==> src/rtl/skeleton_echo_buffered.sv <==
// Buffered echo skeleton: collects up to DEPTH words, applies a selectable
// transform on trigger and hands the results back one word per RD_EN.
module skeleton_echo_buffered #(
  parameter int BITWIDTH_DATA = 16,
  parameter int DEPTH         = 8,
  parameter int BITWIDTH_HEAD = 26
) (
  input  logic                     CLK_SYS,
  input  logic                     RST,
  input  logic                     EN,
  input  logic                     WR_EN,
  input  logic [BITWIDTH_DATA-1:0] DATA_IN,
  input  logic [1:0]               MODE,
  input  logic                     TRGG_START_CALC,
  input  logic                     RD_EN,
  output logic [BITWIDTH_DATA-1:0] DATA_OUT,
  output logic [BITWIDTH_HEAD-1:0] DATA_HEAD,
  output logic                     DATA_VALID,
  output logic                     BUSY,
  output logic                     FULL,
  output logic                     OVERFLOW
);

  localparam int CW = $clog2(DEPTH + 1);
  localparam int AW = (DEPTH > 1) ? $clog2(DEPTH) : 1;
  localparam logic [CW-1:0] C_ONE = CW'(1);

  typedef enum logic [1:0] {S_IDLE, S_CALC, S_DONE} state_t;

  state_t r_state, w_state_nxt;

  logic [BITWIDTH_DATA-1:0] r_in_buf  [DEPTH];
  logic [BITWIDTH_DATA-1:0] r_out_buf [DEPTH];
  logic [CW-1:0]            r_count, r_idx, r_rd_ptr;
  logic [1:0]               r_mode;
  logic [BITWIDTH_DATA-1:0] r_data_out;
  logic                     r_valid, r_ovf;

  logic                     w_rst, w_wr_ok, w_start, w_last_calc, w_last_rd;
  logic [CW-1:0]            w_count_wr, w_rd_nxt;
  logic [AW-1:0]            w_src_a, w_idx_a, w_cnt_a, w_rd_nxt_a;
  logic [BITWIDTH_DATA-1:0] w_src_word, w_xf;

  assign w_rst       = RST | ~EN;
  assign FULL        = (r_count == CW'(DEPTH));
  assign BUSY        = (r_state == S_CALC);
  assign DATA_OUT    = r_data_out;
  assign DATA_VALID  = r_valid;
  assign OVERFLOW    = r_ovf;
  assign DATA_HEAD   = BITWIDTH_HEAD'({4'd2, 6'(DEPTH), 6'(DEPTH),
                                       5'(BITWIDTH_DATA), 5'(BITWIDTH_DATA)});

  // A write in the trigger cycle lands first, so the start test uses the post-write count
  assign w_wr_ok     = WR_EN && !FULL;
  assign w_count_wr  = r_count + CW'(w_wr_ok);
  assign w_start     = TRGG_START_CALC && (w_count_wr != '0);
  assign w_last_calc = (r_idx == r_count - C_ONE);
  assign w_last_rd   = (r_rd_ptr == r_count - C_ONE);
  assign w_rd_nxt    = r_rd_ptr + C_ONE;

  assign w_idx_a     = AW'(r_idx);
  assign w_cnt_a     = AW'(r_count);
  assign w_rd_nxt_a  = AW'(w_rd_nxt);
  assign w_src_a     = (r_mode == 2'd3) ? AW'(r_count - C_ONE - r_idx) : w_idx_a;
  assign w_src_word  = r_in_buf[w_src_a];

  always_comb begin
    w_xf = w_src_word;
    case (r_mode)
      2'd1:    w_xf = ~w_src_word;
      2'd2:    w_xf = w_src_word + BITWIDTH_DATA'(1);
      default: w_xf = w_src_word;
    endcase
  end

  always_comb begin
    w_state_nxt = r_state;
    case (r_state)
      S_IDLE:  if (w_start) w_state_nxt = S_CALC;
      S_CALC:  if (w_last_calc) w_state_nxt = S_DONE;
      S_DONE:  if (r_valid && RD_EN && w_last_rd) w_state_nxt = S_IDLE;
      default: w_state_nxt = S_IDLE;
    endcase
  end

  always_ff @(posedge CLK_SYS) begin
    if (w_rst) r_state <= S_IDLE;
    else       r_state <= w_state_nxt;
  end

  // Storage arrays are deliberately left uncleared by reset
  always_ff @(posedge CLK_SYS) begin
    if (!w_rst) begin
      if (r_state == S_IDLE && w_wr_ok) r_in_buf[w_cnt_a] <= DATA_IN;
      if (r_state == S_CALC)            r_out_buf[w_idx_a] <= w_xf;
    end
  end

  always_ff @(posedge CLK_SYS) begin
    if (w_rst) begin
      r_count    <= '0;
      r_idx      <= '0;
      r_rd_ptr   <= '0;
      r_mode     <= '0;
      r_data_out <= '0;
      r_valid    <= 1'b0;
      r_ovf      <= 1'b0;
    end else begin
      case (r_state)
        S_IDLE: begin
          if (WR_EN && FULL) r_ovf <= 1'b1;
          r_count <= w_count_wr;
          if (w_start) begin
            r_mode <= MODE;
            r_idx  <= '0;
          end
        end
        S_CALC: r_idx <= r_idx + C_ONE;
        S_DONE: begin
          // First DONE cycle presents word 0, since out_buf[count-1] was only just written
          if (!r_valid) begin
            r_data_out <= r_out_buf[0];
            r_valid    <= 1'b1;
            r_rd_ptr   <= '0;
          end else if (RD_EN) begin
            if (w_last_rd) begin
              r_valid    <= 1'b0;
              r_data_out <= '0;
              r_count    <= '0;
              r_rd_ptr   <= '0;
            end else begin
              r_rd_ptr   <= w_rd_nxt;
              r_data_out <= r_out_buf[w_rd_nxt_a];
            end
          end
        end
        default: ;
      endcase
    end
  end

endmodule
==> config.mk <==
export PLATFORM = sky130hd
export DESIGN_NAME = skeleton_echo_buffered
export DESIGN_NICKNAME = d
export VERILOG_FILES = /design/src/rtl/skeleton_echo_buffered.sv
export SDC_FILE = /design/constraint.sdc
export NUM_CORES = 1
export LEC_CHECK = 0
export BUFFER_PORTS_ARGS = -buffer_cell sky130_fd_sc_hd__buf_2
export CAP_MARGIN = 25
export CORE_UTILIZATION = 45
export CTS_BUF_LIST = sky130_fd_sc_hd__clkbuf_8
export DETAILED_ROUTE_END_ITERATION = 10
export PLACE_DENSITY_LB_ADDON = 0.12
export SYNTH_ARGS = -nofsm -noshare
export SYNTH_HDL_FRONTEND = slang
export SYNTH_SLANG_ARGS = --single-unit
==> constraint.sdc <==
create_clock -name CLK_SYS -period 10.6 [get_ports CLK_SYS]
set_input_delay 0.53 -clock CLK_SYS [delete_from_list [all_inputs] [get_ports CLK_SYS]]
set_output_delay 0.53 -clock CLK_SYS [all_outputs]
set_load 0.01 [all_outputs]
==> results.yml <==
synth:
  mappedNetlistArea_mm2: 0.0129
  netlist_instances: 832
  synth.yosys.seq_area_share: 0.646
  most_used_flip_flop_cell_after_synthesis: "sky130_fd_sc_hd__edfxtp_1"
  yosys.cell_types.count: 69
  dominant_cells_by_area_after_synthesis: "sky130_fd_sc_hd__edfxtp_1, sky130_fd_sc_hd__mux4_2, sky130_fd_sc_hd__dfxtp_1"
  synth_async_sr_flop_share: 0
  yosys_warnings: 0
  postSynthRegisterBits: 290
  post_synth_edffs: 256
  synth_area_per_cell_um2: 15.6
  synthDominantCellAreaShare: 0.594
  yosysTopAreaCell: "sky130_fd_sc_hd__edfxtp_1"
worst_setup_path:
  cp-end-kind: "flip-flop"
  critPathCapture: "r_out_buf[2][14]"
  timing.critical_path.arrival_ns: 5.22
  rr_worst_depth: 12
  cpMaxStageDelayCell: "sky130_fd_sc_hd__xnor2_4"
  crit_type: "reg2reg"
  count_of_buffer_and_inverter_cells_on_the_critical_path: 2
  critical_path_depth: 12
  worstSetupStartpointType: "flip-flop"
  worstPathCellList: "inv_1 -> ha_1 -> fa_1 -> nand2b_1 -> mux2_4 -> xnor2_4 -> mux2i_1 -> inv_1 -> ha_1 -> or4b_4 -> or4_1 -> o211ai_1"
  cp_startpoint: "r_count[1]"
  timing.critical_path.required_ns: 10.87
  worst-r2r-setup-slack_ns: 5.66
  critical_path.max_fanout: 20
  r2r-start: "r_count[1]"
  worst_path_largest_cell_delay_ns: 0.68
  reg2reg_to: "r_out_buf[2][14]"
  crit_family: "simple AND/OR/NAND/NOR gates"
final_layout:
  area_growth_synth_to_finish_pct: 12.2
  layout-drive-gt1-share: 0.250
  num-nets-final: 942
  antenna_cells: 0
cts:
  cts_tree: "yes"
  clk_pin_slew_worst_setup_hold_paths_ns: 0.06
  cts_max_level: 2
  tritoncts.num_buffers: 47
  worstSkewPairLatency_ns: 0.55
  holdBufCountCts: 0
  cts_post_setup_buffers_inserted: 0
  cts.root.buffer_cell: "sky130_fd_sc_hd__clkbuf_8"
  cts.sinks: 290
  ctsLongestPathBuffers: 3
  post_cts.resized_instances: 0
floorplan:
  initial_utilization: 0.462
  placeableCoreArea_mm2: 0.0280
  die_h_um: 172
  rows: 61
  width_of_the_chip_um: 172
  fp.dieArea_mm2: 0.0295
  io_pins: 70
route:
  wire_per_inst_um: 21.5
  via_count: 7374
  via_per_inst: 5.61
  m1WireLength_mm: 12.1
  drt_iter0_drc: 528
  met3_wirelength_mm: 1.40
  topRoutingLayerUsed: "met4"
  drt.antenna.violating_nets: 0
  post-route-drc-count: 0
  detailroute.wirelength.met2_mm: 14.0
  postRouteWirelength_mm: 28.3
  detail_route.first_pass.iterations: 5
sta:
  timing.fmax_ghz: 0.202
  final_period_minus_worst_setup_slack_ns: 4.94
  finalSetupViolations: 0
  maxSlewViolCount: 0
  timing.final.crit_share: 0.466
  hold_violations: 0
  finClkSkew_ns: 0.0193
  tightest_slew_ns: 0.945
  fin_setup_tns_ns: 0
  rsz0062_at_grt: "no"
  relSlewSlack: 0.369
power:
  peakVddDrop_v: 0.000108
  design_power_total_mw: 2.26
  p_seq_frac: 0.555
  clockPowerShare: 0.410
  p_per_area_mw_per_mm2: 155
  power.internal_mw: 1.78
  power.switching_fraction: 0.212
  power_frac_comb: 0.035
  power.net_switching_uw: 478
  static-leakage-power_nw: 4.83
placement:
  port_buffers: 43
  dpl.hpwl_mm: 18.0
  finalWeightedCongestion: 0.808
global_route:
  grt.overflow.total: 0
  antenna_found_initial: 0
  grt_start_max_net_pins: 42
  grt_overall_usage: 0.200
  global_route_wire_length_before_repair_mm: 43.7
  grt_pass1_vias: 7628
flow_run:
  max_cap_viol_count: 0
hold_path:
  min-delay-path-class: "in2reg"
outcome:
  outcome: "complete, no violations"
## kinds of logic after synthesis
group / share of synthesized area
flops: 0.646
simple gates: 0.0862
mux: 0.152
compound gates: 0.0543
buf+inv: 0.0350
fa+ha+maj: 0.0131
xor+xnor: 0.0125
other cells: 0.000580
## worst min path at each step
stage / start / to / slack, ns / cells after the start
4_1_cts: MODE[0] / r_mode[0] / 0.18 / 3
3_3_place_gp: OVERFLOW / OVERFLOW / 0.45 / 2
5_1_grt: MODE[0] / r_mode[0] / 0.19 / 3
2_1_floorplan: r_rd_ptr[3] / r_rd_ptr[3] / 0.46 / 2
6_report: MODE[0] / r_mode[0] / 0.22 / 3
3_5_place_dp: OVERFLOW / OVERFLOW / 0.46 / 2
## worst reg2reg max path: cells and delay by family (launching register included)
family                   cells  cell delay (ns)
XOR/XNOR                     1             0.68
multiplexers                 2             0.59
flip-flops                   1             0.51
buffers and inverters        2             0.25
AO/OA/AOI/OAI                1             0.48
AND/OR/NAND/NOR              3             1.20
adder cells (fa/ha/maj)      3             0.97
## final cells by class
class | instances | area (um2)
tap | 378 | 473
clock inverter | 28 | 173
timing repair buffer | 70 | 465
fill | 2325 | 13500
multi-input combinational | 483 | 4260
inverter | 13 | 48.8
sequential | 290 | 8370
clock buffer | 53 | 729
## state kept, by name, summed over array words and instances, names as in the netlist, 2 cells and up
| name | flops |
|---|---|
| DATA_OUT | 16 |
| r_count | 4 |
| r_idx | 4 |
| r_in_buf | 128 |
| r_mode | 2 |
| r_out_buf | 128 |
| r_rd_ptr | 4 |
| r_state | 2 |
## Yosys cell counts (6+ instances only)
library cell / n
sky130_fd_sc_hd__nor3_1: 10
sky130_fd_sc_hd__ha_1: 12
sky130_fd_sc_hd__mux4_2: 65
sky130_fd_sc_hd__a311oi_1: 22
sky130_fd_sc_hd__xnor2_1: 6
sky130_fd_sc_hd__nand3_1: 34
sky130_fd_sc_hd__or3_1: 6
sky130_fd_sc_hd__nand2b_1: 27
sky130_fd_sc_hd__buf_4: 29
sky130_fd_sc_hd__mux2_2: 18
sky130_fd_sc_hd__dfxtp_1: 34
sky130_fd_sc_hd__edfxtp_1: 256
sky130_fd_sc_hd__nor2_1: 55
sky130_fd_sc_hd__mux2i_1: 26
sky130_fd_sc_hd__a21oi_1: 20
sky130_fd_sc_hd__nand2_1: 46
sky130_fd_sc_hd__o211ai_1: 6
sky130_fd_sc_hd__and2_1: 8
sky130_fd_sc_hd__clkbuf_1: 28
sky130_fd_sc_hd__inv_1: 13
sky130_fd_sc_hd__nand4_1: 10
sky130_fd_sc_hd__o21ai_0: 14
## through the flow
| step | area, um2 | std cells | worst slack [ns] | hold slack [ns] | util |
|---|---|---|---|---|---|
| detailed placement | 13600 | 1232 | 5.68 | 0.460 | 0.486 |
| floorplan | 13000 | 856 | 6.13 | 0.464 | - |
| finish | 14500 | 1315 | 5.66 | 0.219 | 0.518 |
| global route | 14500 | 1315 | 5.33 | 0.187 | 0.518 |
| global placement | 13500 | 1227 | 5.60 | 0.451 | 0.483 |
| CTS | 14500 | 1313 | 5.66 | 0.185 | 0.518 |
## cell usage in the layout (no fill, tap or decap), types with 4 or more instances in the layout
| cell | netlist | routed |
|---|---|---|
| sky130_fd_sc_hd__mux4_2 | 65 | 65 |
| sky130_fd_sc_hd__dfxtp_1 | 34 | 33 |
| sky130_fd_sc_hd__and3_1 | 5 | 5 |
| sky130_fd_sc_hd__nand4_1 | 10 | 10 |
| sky130_fd_sc_hd__a31oi_1 | 5 | 5 |
| sky130_fd_sc_hd__nor3_1 | 10 | 5 |
| sky130_fd_sc_hd__clkinv_1 | 0 | 7 |
| sky130_fd_sc_hd__edfxtp_1 | 256 | 256 |
| sky130_fd_sc_hd__nor2_1 | 55 | 55 |
| sky130_fd_sc_hd__a311oi_1 | 22 | 22 |
| sky130_fd_sc_hd__buf_8 | 1 | 4 |
| sky130_fd_sc_hd__o21ai_0 | 14 | 14 |
| sky130_fd_sc_hd__ha_1 | 12 | 12 |
| sky130_fd_sc_hd__mux2i_1 | 26 | 26 |
| sky130_fd_sc_hd__and2_1 | 8 | 7 |
| sky130_fd_sc_hd__buf_4 | 29 | 20 |
| sky130_fd_sc_hd__inv_1 | 13 | 25 |
| sky130_fd_sc_hd__clkbuf_8 | 0 | 53 |
| sky130_fd_sc_hd__clkinv_2 | 0 | 5 |
| sky130_fd_sc_hd__o211ai_1 | 6 | 6 |
| sky130_fd_sc_hd__conb_1 | 2 | 26 |
| sky130_fd_sc_hd__nand2_1 | 46 | 46 |
| sky130_fd_sc_hd__nand2b_1 | 27 | 27 |
| sky130_fd_sc_hd__a21oi_1 | 20 | 19 |
| sky130_fd_sc_hd__nand3_1 | 34 | 34 |
| sky130_fd_sc_hd__xnor2_1 | 6 | 6 |
| sky130_fd_sc_hd__or3_1 | 6 | 6 |
| sky130_fd_sc_hd__buf_2 | 5 | 44 |
| sky130_fd_sc_hd__mux2_2 | 18 | 18 |
| sky130_fd_sc_hd__a22oi_1 | 5 | 5 |
## power by group through the flow
stage	registers (mW)	logic, mW	clock network [mW]
6_report	1.25	0.0793	0.925
5_1_grt	1.25	0.0885	1.00
4_1_cts	1.25	0.0787	0.956
3_5_place_dp	1.28	0.0785	0
3_3_place_gp	1.28	0.0745	0
2_1_floorplan	1.28	0.0571	0
## per-layer routing
| metal | global-route usage | up-vias |
|---|---|---|
| met1 | 0.255 | 3707 |
| li1 | - | 3374 |
| met3 | 0.0361 | 64 |
| met2 | 0.339 | 229 |
| met4 | 0.0726 | 0 |
| met5 | 0 | - |
Note: power is estimated with default switching activity, not from simulation.
